[config.mk]
export PLATFORM = sky130hd
export DESIGN_NAME = gtp_frame_rx
export DESIGN_NICKNAME = d
export VERILOG_FILES = /design/src/rtl/gtp_frame_rx.sv
export SDC_FILE = /design/constraint.sdc
export NUM_CORES = 1
export LEC_CHECK = 0
export BUFFER_PORTS_ARGS = -buffer_cell sky130_fd_sc_hd__buf_4
export CAP_MARGIN = 20
export CORE_MARGIN = 3
export CORE_UTILIZATION = 60
export DETAILED_ROUTE_END_ITERATION = 7
export PLACE_DENSITY = 0.91
export RECOVER_POWER = 25
export REMOVE_ABC_BUFFERS = 1
export SKIP_CTS_REPAIR_TIMING = 1
export SLEW_MARGIN = 20
export SYNTH_ARGS = -nofsm -noshare
export SYNTH_HDL_FRONTEND = slang
export SYNTH_SLANG_ARGS = --single-unit
export TNS_END_PERCENT = 1
[constraint.sdc]
create_clock -name clk -period 6.7 [get_ports clk]
set_input_delay 0.67 -clock clk [delete_from_list [all_inputs] [get_ports clk]]
set_output_delay 0.67 -clock clk [all_outputs]
set_load 0.1 [all_outputs]
[src/rtl/gtp_frame_rx.sv]
// Per-lane frame receiver behind the GTP RX wrapper: link tracking on K28.5 idles,
// frame delimiting, length/checksum validation and saturating error counters.
module gtp_frame_rx #(
   parameter int         LINK_CNT = 16,
   parameter int         MAX_LEN  = 1024,
   parameter logic [7:0] COMMA    = 8'hBC
) (
   input  logic        clk,
   input  logic        reset,
   input  logic [15:0] rx_data,
   input  logic        rx_charisk,
   input  logic        cnt_clr,
   output logic        link_up,
   output logic [15:0] dout,
   output logic        dout_vld,
   output logic        dout_sof,
   output logic        dout_eof,
   output logic        frame_done,
   output logic        frame_err,
   output logic [15:0] err_frames,
   output logic [15:0] err_link
);

   typedef enum logic [1:0] {ST_DOWN, ST_IDLE, ST_PAYLOAD, ST_CSUM} state_t;

   localparam logic [7:0]  LINK_CNT_M1 = 8'(LINK_CNT - 1);
   localparam logic [11:0] MAX_LEN_W   = 12'(MAX_LEN);

   state_t      state_q, state_d;
   logic [7:0]  idle_cnt_q, idle_cnt_d;
   logic [11:0] rem_q, rem_d;
   logic [15:0] sum_q, sum_d;
   logic        link_up_q, link_up_d;
   logic [15:0] dout_q, dout_d;
   logic        dout_vld_q, dout_vld_d;
   logic        dout_sof_q, dout_sof_d;
   logic        dout_eof_q, dout_eof_d;
   logic        frame_done_q, frame_done_d;
   logic        frame_err_q, frame_err_d;
   logic [15:0] err_frames_q, err_frames_d;
   logic [15:0] err_link_q, err_link_d;

   logic        is_idle, is_badk, is_data;
   logic [11:0] hdr_len;
   logic        inc_frame, inc_link, abort;

   assign is_idle = rx_charisk && (rx_data[7:0] == COMMA);
   assign is_badk = rx_charisk && (rx_data[7:0] != COMMA);
   assign is_data = !rx_charisk;
   assign hdr_len = rx_data[11:0];

   always_comb begin
      // NOTE: every variable gets a default before the case so no path leaves one unassigned (no latches).
      state_d      = state_q;
      idle_cnt_d   = idle_cnt_q;
      rem_d        = rem_q;
      sum_d        = sum_q;
      dout_d       = dout_q;
      dout_vld_d   = 1'b0;
      dout_sof_d   = 1'b0;
      dout_eof_d   = 1'b0;
      frame_done_d = 1'b0;
      frame_err_d  = 1'b0;
      inc_frame    = 1'b0;
      inc_link     = 1'b0;
      abort        = 1'b0;

      case (state_q)
         ST_DOWN: begin
            if (!is_idle) begin
               idle_cnt_d = '0;
            end else if (idle_cnt_q == LINK_CNT_M1) begin
               idle_cnt_d = '0;
               state_d    = ST_IDLE;
            end else begin
               idle_cnt_d = idle_cnt_q + 8'd1;
            end
         end
         ST_IDLE: begin
            if (is_badk) begin
               state_d  = ST_DOWN;
               inc_link = 1'b1;
            end else if (is_data) begin
               if (hdr_len == '0 || hdr_len > MAX_LEN_W) begin
                  frame_done_d = 1'b1;
                  frame_err_d  = 1'b1;
                  inc_frame    = 1'b1;
               end else begin
                  dout_d     = rx_data;
                  dout_vld_d = 1'b1;
                  dout_sof_d = 1'b1;
                  rem_d      = hdr_len;
                  sum_d      = rx_data;
                  state_d    = ST_PAYLOAD;
               end
            end
         end
         ST_PAYLOAD: begin
            if (is_data) begin
               dout_d     = rx_data;
               dout_vld_d = 1'b1;
               sum_d      = sum_q + rx_data;
               rem_d      = rem_q - 12'd1;
               if (rem_q == 12'd1) begin
                  dout_eof_d = 1'b1;
                  state_d    = ST_CSUM;
               end
            end else begin
               abort = 1'b1;
            end
         end
         ST_CSUM: begin
            if (is_data) begin
               frame_done_d = 1'b1;
               frame_err_d  = (rx_data != sum_q);
               inc_frame    = (rx_data != sum_q);
               state_d      = ST_IDLE;
            end else begin
               abort = 1'b1;
            end
         end
         default: state_d = ST_DOWN;
      endcase

      // Any K-word inside a frame kills it; a non-comma K-word also drops the link.
      if (abort) begin
         frame_done_d = 1'b1;
         frame_err_d  = 1'b1;
         inc_frame    = 1'b1;
         if (is_badk) begin
            state_d  = ST_DOWN;
            inc_link = 1'b1;
         end else begin
            state_d = ST_IDLE;
         end
      end

      link_up_d = (state_d != ST_DOWN);

      // Clear wins over a same-cycle increment; increments stick at all-ones.
      if (cnt_clr)                               err_frames_d = '0;
      else if (inc_frame && err_frames_q != '1)  err_frames_d = err_frames_q + 16'd1;
      else                                       err_frames_d = err_frames_q;

      if (cnt_clr)                               err_link_d = '0;
      else if (inc_link && err_link_q != '1)     err_link_d = err_link_q + 16'd1;
      else                                       err_link_d = err_link_q;
   end

   // NOTE: state registers use non-blocking assignments so all flops update together at the edge.
   always_ff @(posedge clk) begin
      if (reset) begin
         state_q      <= ST_DOWN;
         idle_cnt_q   <= '0;
         rem_q        <= '0;
         sum_q        <= '0;
         link_up_q    <= 1'b0;
         dout_q       <= '0;
         dout_vld_q   <= 1'b0;
         dout_sof_q   <= 1'b0;
         dout_eof_q   <= 1'b0;
         frame_done_q <= 1'b0;
         frame_err_q  <= 1'b0;
         err_frames_q <= '0;
         err_link_q   <= '0;
      end else begin
         state_q      <= state_d;
         idle_cnt_q   <= idle_cnt_d;
         rem_q        <= rem_d;
         sum_q        <= sum_d;
         link_up_q    <= link_up_d;
         dout_q       <= dout_d;
         dout_vld_q   <= dout_vld_d;
         dout_sof_q   <= dout_sof_d;
         dout_eof_q   <= dout_eof_d;
         frame_done_q <= frame_done_d;
         frame_err_q  <= frame_err_d;
         err_frames_q <= err_frames_d;
         err_link_q   <= err_link_d;
      end
   end

   assign link_up    = link_up_q;
   assign dout       = dout_q;
   assign dout_vld   = dout_vld_q;
   assign dout_sof   = dout_sof_q;
   assign dout_eof   = dout_eof_q;
   assign frame_done = frame_done_q;
   assign frame_err  = frame_err_q;
   assign err_frames = err_frames_q;
   assign err_link   = err_link_q;

endmodule

After elaboration in Yosys (flattened, before gate mapping) --
Cells that the tools add are included.
Cells by class: order comparisons 1, bitwise operators 2, multipliers 0, eq/ne operators 14, shift-type cells 0, reductions and logical operators 14, div/mod/pow operators 0, add/sub/neg operators 5, muxes and demuxes 45
Operator list (count):
- two-way mux 16 bit | 5
- one-hot mux 16 bit (2 select lines) | 2
- two-way mux 12 bit | 4
- adder 16 x 1 -> 16 bit, second input constant | 2
- != test 16 bit, second input constant | 2
- one-hot mux 12 bit (2 select lines) | 1
- two-way mux 1 bit | 18
- two-way mux 2 bit | 9
- adder 16 bit | 1
- two-way mux 8 bit | 2
- != test 16 bit | 1
- == test 12 x 1 -> 1 bit, second input constant | 1
- > comparator 12 x 11 -> 1 bit, second input constant | 1
- logical NOT 12 bit | 1
- subtractor 12 x 1 -> 12 bit, second input constant | 1
- adder 8 x 1 -> 8 bit, second input constant | 1
- == test 8 x 4 -> 1 bit, second input constant | 1
- == test 8 bit, second input constant | 1
- != test 2 bit, second input constant | 4
- != test 8 bit, second input constant | 1
- one-hot mux 2 bit (4 select lines) | 1
- one-hot mux 1 bit (2 select lines) | 3
- OR reduction 2 bit | 3
- AND reduction 5 bit | 1
- other kinds (8) | 14
Word-level totals: register bits after elaboration 92, bits in writable memories 0, bits in read-only memories 0, memories 0, bits in latches 0, input bits 20

Logic depth before layout (Yosys ltp) --
Gate-level depths: netlist of the first run.
depth in word-level cells 8, gate-level depth with buffers 11, mapped depth without buffers 10

Least setup slack after synthesis of the first run --
Ideal clock, no wire load.
kind reg2reg, start reg err_link_q[3] (netlist: err_link[3]), end reg err_link_q[15] (netlist: err_link[15]), arrival time 2.963 ns, path slack 3.609 ns, path buffers 1, stages on the path, launching flop included 9, cell sequence dfxtp_1 > and4_1 > nand4_1 > o311ai_1 > or2_2 > clkbuf_1 > nor3_1 > xnor2_1 > nor2_1
Between the ends: cells in the longest elaborated chain, start to end 2, elaborated cells between the ends (all ways) 3
Ends and longest elaborated chain:
- start: declaration | line 41 | logic [15:0] err_link_q, err_link_d;
- start signal: assignment | line 179 | err_link_q <= err_link_d;
- parallel branches: the longest is 2 deep, another holds adder 16 x 1 -> 16 bit
Parallel ways; which one is timed is not known. A chain may end at the register's enable or synchronous reset.

Worst setup path after layout of the first run --
start in rx_data[2], end reg sum_q[15]
Between the ends: cells in the longest elaborated chain, start to end 4, elaborated cells between the ends (all ways) 11
Ends and longest elaborated chain:
- start: declaration | line 10 | input logic [15:0] rx_data,
- > comparator 12 x 11 -> 1 bit (tied with other cells) | line 84 | if (hdr_len == '0 || hdr_len > MAX_LEN_W) begin
- logical OR 1 bit / logical AND 1 bit (equally long branches) | line 84, 48
- != test 2 bit (no source line)
- AND reduction 5 bit (no source line)
- end signal: assignment | line 170 | sum_q <= sum_d;
- end: declaration | line 32 | logic [15:0] sum_q, sum_d;
Parallel ways exist; a longest one is shown, timed or not. The select of a mux whose other input is x is not followed.

==> metrics.md, run 1 <==
| Metric | Value |
|---|---|
| Synth cell count leaders | 92 x dfxtp_1, 88 x nor2_1, 66 x nand2_1, 52 x a21oi_1, 36 x o21ai_0 |
| Final Slew Violations | 0 |
| Post-Synth XOR/XNOR Area | 0.07180 |
| Via/cell ratio | 6.307 |
| Routed vias | 5027 |
| Number of synthesized flops with an enable pin | 0 |
| Sw Share | 0.2619 |
| WL met3 | 973 um |
| First-pass GRT wire length | 21600 um |
| Worst endpoint required time | 6.95 ns |
| Mux cell area share after synthesis | 0.004003 |
| Post-Synthesis Cell Area | 5001 um2 |
| Die H | 97.30 um |
| Drt wl/cell | 16.41 um |
| Clock latency on the worst-skew pair | 0.37 ns |
| NetSw | 254.8 uW |
| # Max-Cap Violations | 0 |
| M1 WL | 5560 um |
| Starting density of the core | 0.6340 |
| WS Path Type | in -> reg |
| Row count | 32 |
| Clock power frac | 0.382 |
| IO buf count | 73 |
| Most frequent cell after synthesis | dfxtp_1 |
| Top FF cell, synth | dfxtp_1 |
| Worst-margin pin slew | 1.221 ns |
| Largest family of logic cells by synthesized area | simple AND/OR/NAND/NOR gates |
| Setup TNS | 0 ns |
| # diodes | 0 |
| Synth area leaders | dfxtp_1 37%, nor2_1 6.6%, ha_1 6.3% |
| Critical path arrival | 3.59 ns |
| Final-report hold violation count | 0 |
| Post-synth ARST share | 0 |
| Die Width | 97.30 um |
| #FFs+latches synth | 92 |
| Combinational power share | 0.056 |
| Final GP Congestion | 0.8903 |
| Fmax | 0.2987 GHz |
| Multi-input gate area in the final layout | 2967 um2 |
| Die area | 9466 um2 |
| Area delta synth->final | 13.06% |
| Slew margin rel. | 0.1892 |
| Internal power | 718.1 uW |
| Status | completed |
| Top Ports | 74 |
| Final worst path period need | 3.347 ns |
| Seq/Total Area, Yosys | 0.3683 |
| Vias in the first global route | 4612 |
| Ratio of cells with drive above 1 in the final layout | 0.09928 |
| Detailed Route WL | 13080 um |
| CTS root buffer | clkbuf_8 |
| Sequential power share | 0.562 |
| Largest net degree at the start of global routing | 62 |
| Final #Nets | 736 |
| CTS tree | yes |
| CP Max Fanout | 25 |
| CP Capture Type | flip-flop |
| DP HPWL | 9079 um |
| Adder-Cell Fraction of Synth Area | 0.06655 |
| Synth top area share | 0.3683 |
| DRC errors left | 0 |
| Final Worst Setup Slack | 3.353 ns |
| Top sig layer | met4 |
| Peak supply drop | 112.4 uV |
| Total iterations of the first detailed-routing run | 6 |
| Placed insts | 780 |
| Hold crit path type | reg -> reg |
| Inserted Clock Buffers | 9 |
| Synth Area in Simple Gates | 0.2692 |
| Number of H-tree levels | 3 |
| Drt initial violations | 490 |
| Compound-Gate Fraction of Synth Area | 0.1804 |
| Cell variety after synth | 53 |
| Mapped Cells | 634 |
| Ys Warns | 0 |
| Final setup viols | 0 |
| Post-route cell area | 5654 um2 |
| LEAKAGE | 0.002105 uW |
| Core Box Area | 7888 um2 |
| RSZ-0062 raised after global routing | no |
| Syn Area/Cell | 7.888 um2 |
| Final Power | 972.9 uW |
| Placed instance area | 5578 um2 |
| CTS Buffer Depth | 2 |
| Register area | 1842 um2 |
| Final ANT Viol Nets | 0 |
| Yosys top cell by area | dfxtp_1 |
| Startpoint types | input pin |
| Metal2 WL | 6146 um |
| Clock sink count | 92 |
| Initial antenna violation count | 0 |
| Place WS | 2.942 ns |
| Tot GR Track Use | 0.2679 |
| Clock transition at path regs | 0.10 ns |
| Layout fillers | 646 |
| Final setup skew | 0.01532 ns |
| Grt ovf | 0 |
| Pwr per Cell Area | 172.1 nW/um2 |
| Fin cells | 797 |
| Fin crit share | 0.4996 |
-- metrics by stage --
stage                     hold slack, ns  utilization
final                             0.4578       0.7168
after global routing              0.4882       0.7168
after CTS                         0.4619       0.7316
after detailed placement          0.4483       0.7072
after global placement            0.4442       0.7062
after floorplan                   0.4435            -
-- power by group through the flow --
stage / Combinational [uW] / Sequential [uW] / Clock (uW)
2_1_floorplan: 24.8 / 559 / 0
3_3_place_gp: 51.1 / 559 / 0
3_5_place_dp: 52.6 / 559 / 0
4_1_cts: 53.1 / 546 / 373
5_1_grt: 58.6 / 547 / 396
6_report: 54.4 / 546 / 372
-- flip-flops by register name (all words and copies together) (netlist names) --
signal / cells
sum_q: 16
dout_vld: 1
err_link: 16
link_up: 1
dout_sof: 1
dout_eof: 1
idle_cnt_q: 8
state_q: 2
frame_err: 1
err_frames: 16
rem_q: 12
dout: 16
frame_done: 1
-- area by class of cell --
cell class                      count  share of cell area
Tap cell                          102             0.02257
Clock inverter                      6            0.009737
Multi-Input combinational cell    493              0.5247
Timing Repair Buffer               79             0.08298
Inverter                           15            0.009958
Clock buffer                       10             0.02434
Sequential cell                    92              0.3257
-- logic make-up (layout without fill, tap and decap cells) --
logic type | Yosys count | after routing
buffers and inverters | 49 | 110
DFF | 92 | 92
and+or+nand+nor | 277 | 277
adders and majority gates | 26 | 26
muxes | 2 | 2
AOI/OAI and AO/OA | 147 | 147
xor gates and xnor gates | 41 | 41
-- placed cells by master (no fill, tap or decap), types with 15 or more instances in the layout --
cell type   n
dfxtp_1    92
nor2_1     88
nand2_1    66
a21oi_1    52
buf_4      43
o21ai_0    36
clkbuf_1   35
xor2_1     29
ha_1       25
nor3_1     20
nand3_1    18
nand4_1    18
inv_1      15
-- path summary, 6_finish.rpt --
kind / start / to / slack [ns] / cells after the start
max: rx_data[2] / sum_q[15] / 3.35 / 9
min: dout[9] / dout[9] / 0.46 / 2
max reg2reg: state_q[0] / link_up / 3.65 / 9
min reg2reg: dout[9] / dout[9] / 0.46 / 2
-- routing by layer --
metal,track usage,vias up
li1,-,2355
met1,0.3591,2361
met2,0.4406,263
met3,0.04810,48
met4,0.08307,0
met5,0,-
-- critical path, cell delays in order --
cell,delay [ns]
buf_4,0.14
or4_1,0.57
nor4_2,0.39
o31a_1,0.28
or3_1,0.35
buf_4,0.38
nor4b_2,0.09
o21a_1,0.20
or4_1,0.51
(Power assumes the default switching activity.)
==> inputs of run 2 (changes only) <==
--- a/config.mk
+++ b/config.mk
@@ -5,12 +5,13 @@
 export SDC_FILE = /design/constraint.sdc
 export NUM_CORES = 1
 export LEC_CHECK = 0
+export ABC_AREA = 1
 export BUFFER_PORTS_ARGS = -buffer_cell sky130_fd_sc_hd__buf_4
 export CAP_MARGIN = 20
 export CORE_MARGIN = 3
-export CORE_UTILIZATION = 60
+export CORE_UTILIZATION = 53
 export DETAILED_ROUTE_END_ITERATION = 7
-export PLACE_DENSITY = 0.91
+export PLACE_DENSITY = 0.85
 export RECOVER_POWER = 25
 export REMOVE_ABC_BUFFERS = 1
 export SKIP_CTS_REPAIR_TIMING = 1
==> constraint.sdc (replaced) <==
create_clock -name clk -period 2.85 [get_ports clk]
set_input_delay 0.285 -clock clk [delete_from_list [all_inputs] [get_ports clk]]
set_output_delay 0.285 -clock clk [all_outputs]
set_load 0.1 [all_outputs]
==> run 2 against run 1 <==
  * Routed wire length up 6.1%
  * Non-clock buffer count unchanged
  * Combinational power rose to 44 times the previous value
  * Clock-buffer cell count down 1
  * Sequential share of layout area down 3.0 points
  * Design area up 10%
  * Clock skew down 0.0060 ns
  * Die area up 24%
  * Final cell count up 26%
  * Hold slack worse by 0.25 ns
  * Global-route usage down 2.6 points
  * Utilization down 9.2 points
  * Critical path type is now reg -> reg
  * Critical endpoint is now rem_q[9]
  * Largest power group is now combinational logic
==> metrics.md, run 2 <==
| Metric | Value |
|---|---|
| DRC errors left | 0 (unchanged) |
| Critical path arrival | 2.48 ns (-1.11 ns) |
| Final setup skew | 0.009328 ns (-0.005991 ns) |
| Fmax | 0.4513 GHz |
| Synth top area share | 0.3330 (-0.03524) |
| Seq/Total Area, Yosys | 0.3330 (-0.03524) |
| Crit-path slowest cell | dfxtp_1 |
| Crit path max-delay family | buffers and inverters |
| Cell Chain, Critical Path | inv_1 -> ha_1 -> buf_4 -> nand2_1 -> o21ai_0 -> nand2_4 -> inv_2 -> o21ai_0 -> a21oi_1 -> nor2_1 |
| CP Max Fanout | 24 (-4.0%) |
| Slowest cell delay on critical path | 0.36 ns (-0.21 ns) |
| # Max-Cap Violations | 0 (unchanged) |
| Final ANT Viol Nets | 0 (unchanged) |
| Final Slew Violations | 0 (unchanged) |
| CP Capture Type | flip-flop |
| Pwr per Cell Area | 808.8 nW/um2 (+370%) |
| Fin crit share | 0.7775 |
| Peak supply drop | 756.7 uV (+570%) |
| Worst-case reg-to-reg path depth | 10 (+1) |
| # diodes | 0 (unchanged) |
| Die area | 11700 um2 (+24%) |
| Detailed Route WL | 13880 um (+6.1%) |
| Worst endpoint required time | 3.11 ns (-3.84 ns) |
| Most used cell, CP | o21ai_0 |
| Cell variety after synth | 37 (-30%) |
| Synth cell count leaders | 149 x nand2_1, 92 x dfxtp_1, 90 x inv_1, 90 x nor2_1, 83 x a21oi_1 |
| Number of synthesized flops with an enable pin | 0 (unchanged) |
| Setup TNS | 0 ns (unchanged) |
| Area delta synth->final | 12.53% |
| Post-Synthesis Cell Area | 5530 um2 (+11%) |
| Ys Warns | 0 (unchanged) |
| Commonest non-fill, non-tap cell in the layout | nand2_1 |
| Final-report hold violation count | 0 (unchanged) |
| Worst Hold Launch | rx_data[14] |
| Post-synth ARST share | 0 (unchanged) |
| Row count | 36 (+13%) |
| CTS root buffer | clkbuf_8 |
| Hold crit path type | in -> reg |
| Critical R2R Launch | state_q[0] |
| #FFs+latches synth | 92 (unchanged) |
| Clock transition at path regs | 0.10 ns (about the same) |
| Clock latency on the worst-skew pair | 0.36 ns (about the same) |
| Vias in the first global route | 5012 (+8.7%) |
| Slew margin rel. | 0.2093 (+0.02011) |
| Post-route cell area | 6223 um2 (+10%) |
| Inserted Clock Buffers | 9 (unchanged) |
| Largest net degree at the start of global routing | 29 (-53%) |
| CTS Buffer Depth | 2 (unchanged) |
| Yosys top cell by area | dfxtp_1 |
| Final #Nets | 912 (+24%) |
| RSZ-0062 raised after global routing | no |
| Drt wl/cell | 13.82 um (-16%) |
| Hold path depth | 3 (+1) |
| CTS tree | yes |
| Clock sink count | 92 (unchanged) |
| Drt initial violations | 501 (+2.2%) |
| Most frequent cell after synthesis | nand2_1 |
| Mapped Cells | 803 (+27%) |
| Grt ovf | 0 (unchanged) |
| WS Path Type | reg -> reg |
| Hold endpoint | dout[14] |
| Via/cell ratio | 5.515 (-13%) |
| Syn Area/Cell | 6.887 um2 (-13%) |
| Most frequent cells in the layout | 149 x nand2_1, 92 x dfxtp_1, 90 x inv_1, 90 x nor2_1, 83 x a21oi_1 |
| Die H | 108.2 um (+11%) |
| Top Ports | 74 (unchanged) |
| Buffers and inverters on the worst path | 3 (+1) |
| Worst-margin pin slew | 1.191 ns (-0.03030 ns) |
| Die Width | 108.2 um (+11%) |
| FF-to-FF setup slack | 0.63 ns (-3.02 ns) |
| Final GP Congestion | 0.9983 (+12%) |
| Placed instance area | 6135 um2 (+10%) |
| Total iterations of the first detailed-routing run | 5 (-1) |
| Number of H-tree levels | 3 (unchanged) |
| Tot GR Track Use | 0.2415 (-0.02639) |
| Final setup viols | 0 (unchanged) |
| Core Box Area | 9955 um2 (+26%) |
| Initial antenna violation count | 0 (unchanged) |
| Startpoint types | flip-flop |
| Ratio of cells with drive above 1 in the final layout | 0.09414 (-0.005136) |
| Top FF cell, synth | dfxtp_1 |
| First-pass GRT wire length | 23300 um (+7.9%) |
| LEAKAGE | 0.002552 uW (+21%) |
| IO buf count | 73 (unchanged) |
| Final worst path period need | 2.216 ns |
| Starting density of the core | 0.5556 (-0.07849) |
| Synth area leaders | dfxtp_1 33%, nand2_1 10%, a21oi_1 7.5% |
| Status | completed |
| R2R Path End | rem_q[9] |
| DP HPWL | 10110 um (+11%) |
| Routed vias | 5537 (+10%) |
run 2: changes by cell type after synthesis, moves of 7 or more:
| cell | delta |
|---|---|
| o21ai_1 | +7 |
| a21oi_1 | +31 |
| or3_1 | -12 |
| inv_1 | +75 |
| a211oi_2 | +8 |
| nand3_1 | +48 |
| a211oi_1 | -11 |
| o21ai_0 | +10 |
| and3_1 | -10 |
| clkbuf_1 | -13 |
| nor2b_1 | -9 |
| nand2_1 | +83 |
run 2: metal layers:
layer | vias up | track usage | share of wire
met1 | 2531 | 0.3371 | 0.47
met3 | 23 | 0.04597 | 0.055
met2 | 186 | 0.3845 | 0.46
li1 | 2797 | - | -
met4 | 0 | 0.06132 | 0.016
met5 | - | 0 | 0
run 2: logic make-up (layout without fill, tap and decap cells):
group | count (synthesis) | after routing | synth area share
DFF | 92 | 92 | 0.3330
buffers and inverters | 120 | 188 | 0.09344
AOI/OAI and AO/OA | 166 | 166 | 0.1704
xor gates and xnor gates | 33 | 33 | 0.05226
and+or+nand+nor | 366 | 366 | 0.2907
adders and majority gates | 26 | 26 | 0.06018
run 2: report_power, final:
part           internal, uW  switching (uW)
logic                   618            1790
clock network           428             523
registers              1520             151
run 2: cell type report:
type / instances / area (um2)
clock buffers: 9 / 123.9
well taps: 133 / 166.4
inverters: 93 / 349.1
fillers: 966 / 3731
clock inverters: 7 / 92.59
flip-flops and latches: 92 / 1842
repair buffers: 79 / 478.0
multi-input cells: 591 / 3172
run 2: through the flow:
stage / worst slack (ns) / hold WS (ns) / std cells / power (uW) / utilization
6_report: 0.6341 / 0.2066 / 1004 / 5034 / 0.6252
5_1_grt: 0.3908 / 0.2059 / 1004 / 5373 / 0.6252
4_1_cts: 0.6666 / 0.1964 / 1004 / 5106 / 0.6380
3_5_place_dp: 0.6807 / 0.4625 / 988 / 4149 / 0.6163
3_3_place_gp: 0.7386 / 0.4576 / 988 / 4134 / 0.6163
2_1_floorplan: 0.2773 / 0.3541 / 776 / 3589 / -
run 2: worst register-to-register path, cell delays in order, from the launching register on:
cell and delay (ns):
dfxtp_1 0.36, inv_1 0.14, ha_1 0.23, buf_4 0.20, nand2_1 0.11, o21ai_0 0.15
nand2_4 0.08, inv_2 0.36, o21ai_0 0.27, a21oi_1 0.18, nor2_1 0.05
run 2: worst max-delay path by stage:
stage / from / end / slack [ns] / depth (start not counted)
global route: state_q[0] / rem_q[9] / 0.39 / 10
detailed placement: state_q[0] / rem_q[9] / 0.68 / 10
global placement: state_q[0] / err_link[4] / 0.74 / 9
finish: state_q[0] / rem_q[9] / 0.63 / 10
CTS: state_q[0] / rem_q[9] / 0.67 / 10
floorplan: state_q[0] / rem_q[8] / 0.28 / 9
==> inputs of run 3 (changes only) <==
--- a/config.mk
+++ b/config.mk
@@ -5,11 +5,11 @@
 export SDC_FILE = /design/constraint.sdc
 export NUM_CORES = 1
 export LEC_CHECK = 0
-export ABC_AREA = 1
+export ABC_AREA = 0
 export BUFFER_PORTS_ARGS = -buffer_cell sky130_fd_sc_hd__buf_4
 export CAP_MARGIN = 20
 export CORE_MARGIN = 3
-export CORE_UTILIZATION = 53
+export CORE_UTILIZATION = 52
 export DETAILED_ROUTE_END_ITERATION = 7
 export PLACE_DENSITY = 0.85
 export RECOVER_POWER = 25
==> constraint.sdc (replaced) <==
create_clock -name clk -period 1.8 [get_ports clk]
set_input_delay 0.18 -clock clk [delete_from_list [all_inputs] [get_ports clk]]
set_output_delay 0.18 -clock clk [all_outputs]
set_load 0.1 [all_outputs]
==> run 3 against run 2 <==
  * The run now ends with setup timing left
  * Clock skew grew 0.0099 ns
  * Sequential share of layout area fell by 3.5 points
  * Design area grew 14%
  * Critical path depth stayed put
  * Clock-buffer cell count unchanged
  * Non-clock buffer count is 130 higher
  * Flip-flop and latch count did not move
  * Utilization rose by 14 points
  * Routed wire length rose by 29%
==> metrics.md, run 3 (synthesis gave the netlist of run 1 again) <==
| Metric | Value |
|---|---|
| Fin crit share | 1.349 (+0.5720) |
| Placed insts | 937 (-5.2%) |
| Final-report hold violation count | 0 (unchanged) |
| Final worst path period need | 2.429 ns (+0.2131 ns) |
| Failing checks | setup timing |
| Startpoint types | flip-flop |
| RSZ-0062 raised after global routing | yes |
| Initial antenna violation count | 0 (unchanged) |
| Number of H-tree levels | 3 (unchanged) |
| Sw Share | 0.2767 (-0.2136) |
| DRC errors left | 0 (unchanged) |
| Area delta synth->final | 41.53% |
| Routed vias | 5863 (+5.9%) |
| Final #Nets | 866 (-5.0%) |
| Final setup viols | 77 (+77) |
| Final ANT Viol Nets | 0 (unchanged) |
| Commonest non-fill, non-tap cell in the layout | buf_4 |
| Via/cell ratio | 6.146 (+11%) |
| Vias in the first global route | 5322 (+6.2%) |
| Hold crit path type | in -> reg |
| Total iterations of the first detailed-routing run | 8 (+3) |
| Top Ports | 74 (unchanged) |
| Register area | 1847 um2 (+0.27%) |
| Drt initial violations | 596 (+19%) |
| Fmax | 0.4117 GHz (-8.8%) |
| DP HPWL | 11150 um (+10%) |
| IO buf count | 73 (unchanged) |
| Worst-margin pin slew | 0.6452 ns (-0.5459 ns) |
| FF-to-FF setup slack | -0.63 ns (-1.26 ns) |
| Most frequent cells in the layout | 187 x buf_4, 88 x dfxtp_1, 86 x nor2_1 |
| Starting density of the core | 0.5387 (-0.01688) |
| Place WS | -0.9001 ns (-1.581 ns) |
| LEAKAGE | 0.002948 uW (+15%) |
| Inserted Clock Buffers | 9 (unchanged) |
| Final GP Congestion | 0.9305 (-6.8%) |
| Post-route cell area | 7078 um2 (+14%) |
| CP Max Fanout | 4 (-83%) |
| Critical path arrival | 2.68 ns (+0.20 ns) |
| Internal power | 2707 uW (+5.5%) |
| Fin cells | 954 (-5.0%) |
| Multi-input gate area in the final layout | 3249 um2 (+2.4%) |
| Slew margin rel. | 0.5698 (+0.3605) |
| Final setup skew | 0.01922 ns (+0.009891 ns) |
| NetSw | 1035 uW (-58%) |
| Clock latency on the worst-skew pair | 0.38 ns (+0.02 ns) |
| Layout fillers | 606 (-37%) |
| Pwr per Cell Area | 528.7 nW/um2 (-35%) |
| Final Worst Setup Slack | -0.6290 ns (-1.263 ns) |
| Grt ovf | 0 (unchanged) |
| # diodes | 0 (unchanged) |
| Worst endpoint required time | 2.06 ns (-1.05 ns) |
| CTS tree | yes |
| Clock sink count | 92 (unchanged) |
| CP Capture Type | flip-flop |
| Status | complete, but fails checks |
| Final Slew Violations | 0 (unchanged) |
| Core Box Area | 9284 um2 (-6.7%) |
| Row count | 35 (-2.8%) |
| Tot GR Track Use | 0.2724 (+0.03093) |
| Combinational power share | 0.085 (-0.394) |
| CTS root buffer | clkbuf_8 |
| Clock transition at path regs | 0.11 ns (about the same) |
| CTS Buffer Depth | 2 (unchanged) |
| Largest net degree at the start of global routing | 33 (+14%) |
| Sequential power share | 0.544 (+0.212) |
| Die area | 10830 um2 (-7.4%) |
| Placed instance area | 6613 um2 (+7.8%) |
| Detailed Route WL | 17890 um (+29%) |
| Die H | 104.1 um (-3.8%) |
| Clock power frac | 0.372 (+0.183) |
| WS Path Type | reg -> reg |
| First-pass GRT wire length | 24630 um (+5.7%) |
| Die Width | 104.1 um (-3.8%) |
| Ratio of cells with drive above 1 in the final layout | 0.3406 (+0.2465) |
| Drt wl/cell | 18.75 um (+36%) |
| # Max-Cap Violations | 0 (unchanged) |
| Peak supply drop | 546.5 uV (-28%) |
==> run 3: cell types whose count changed in the layout (fill, tap and decap cells not counted), sizes merged, moves of 31 or more <==
cell,previous run,this run
buf,45,192
nand2,153,66
inv,96,18
a21oi,83,52
nand3,67,18
==> run 3: final cells by class <==
class / instances / area share
tap: 129 / 0.02280
clock buffer: 9 / 0.01750
inverter: 15 / 0.007955
clock inverter: 7 / 0.009722
multi-input combinational: 493 / 0.4591
sequential: 92 / 0.2609
timing repair buffer: 209 / 0.2220
==> run 3: critical path: stages, from the launching register on <==
cell and delay (ns):
dfxtp_1 0.37, ha_4 0.29, buf_4 0.13, nand4_1 0.20, nor2b_1 0.21, nand3_1 0.16, nand2_2 0.12, o22ai_2 0.09
buf_4 0.14, o21a_1 0.09, or4_1 0.50
==> run 3: final timing paths <==
kind | start | end | cells past startpoint
min reg2reg | dout[7] | dout[7] | 2
max reg2reg | sum_q[8] | sum_q[15] | 10
max | sum_q[8] | sum_q[15] | 10
min | rx_data[12] | dout[12] | 3
==> run 3: routing by layer <==
layer / GRT usage / vias to the layer above / wire length, um
met5: 0 / - / 0
met4: 0.1244 / 0 / 969
met3: 0.04035 / 113 / 1589
met2: 0.4698 / 375 / 8797
met1: 0.3351 / 2755 / 6534
li1: - / 2620 / -
==> run 3: stage by stage <==
step           hold slack [ns]  TNS (ns)  total power [uW]  utilization
3_5_place_dp            0.4483    -49.83              2351       0.7123
3_3_place_gp            0.4420    -46.24              2343       0.7123
5_1_grt                0.08112    -27.57              3839       0.7624
6_report               0.06244    -22.60              3742       0.7624
2_1_floorplan           0.2491    -96.24              2174            -
4_1_cts                0.06123    -28.82              3685       0.7330
==> run 3: power groups by stage <==
stage / sequential (uW) / clock, uW / combinational (uW)
after floorplan: 2080 / 0 / 92.4
after global placement: 2080 / 0 / 262
after detailed placement: 2080 / 0 / 270
after CTS: 2030 / 1380 / 272
after global routing: 2030 / 1470 / 333
final: 2030 / 1390 / 317
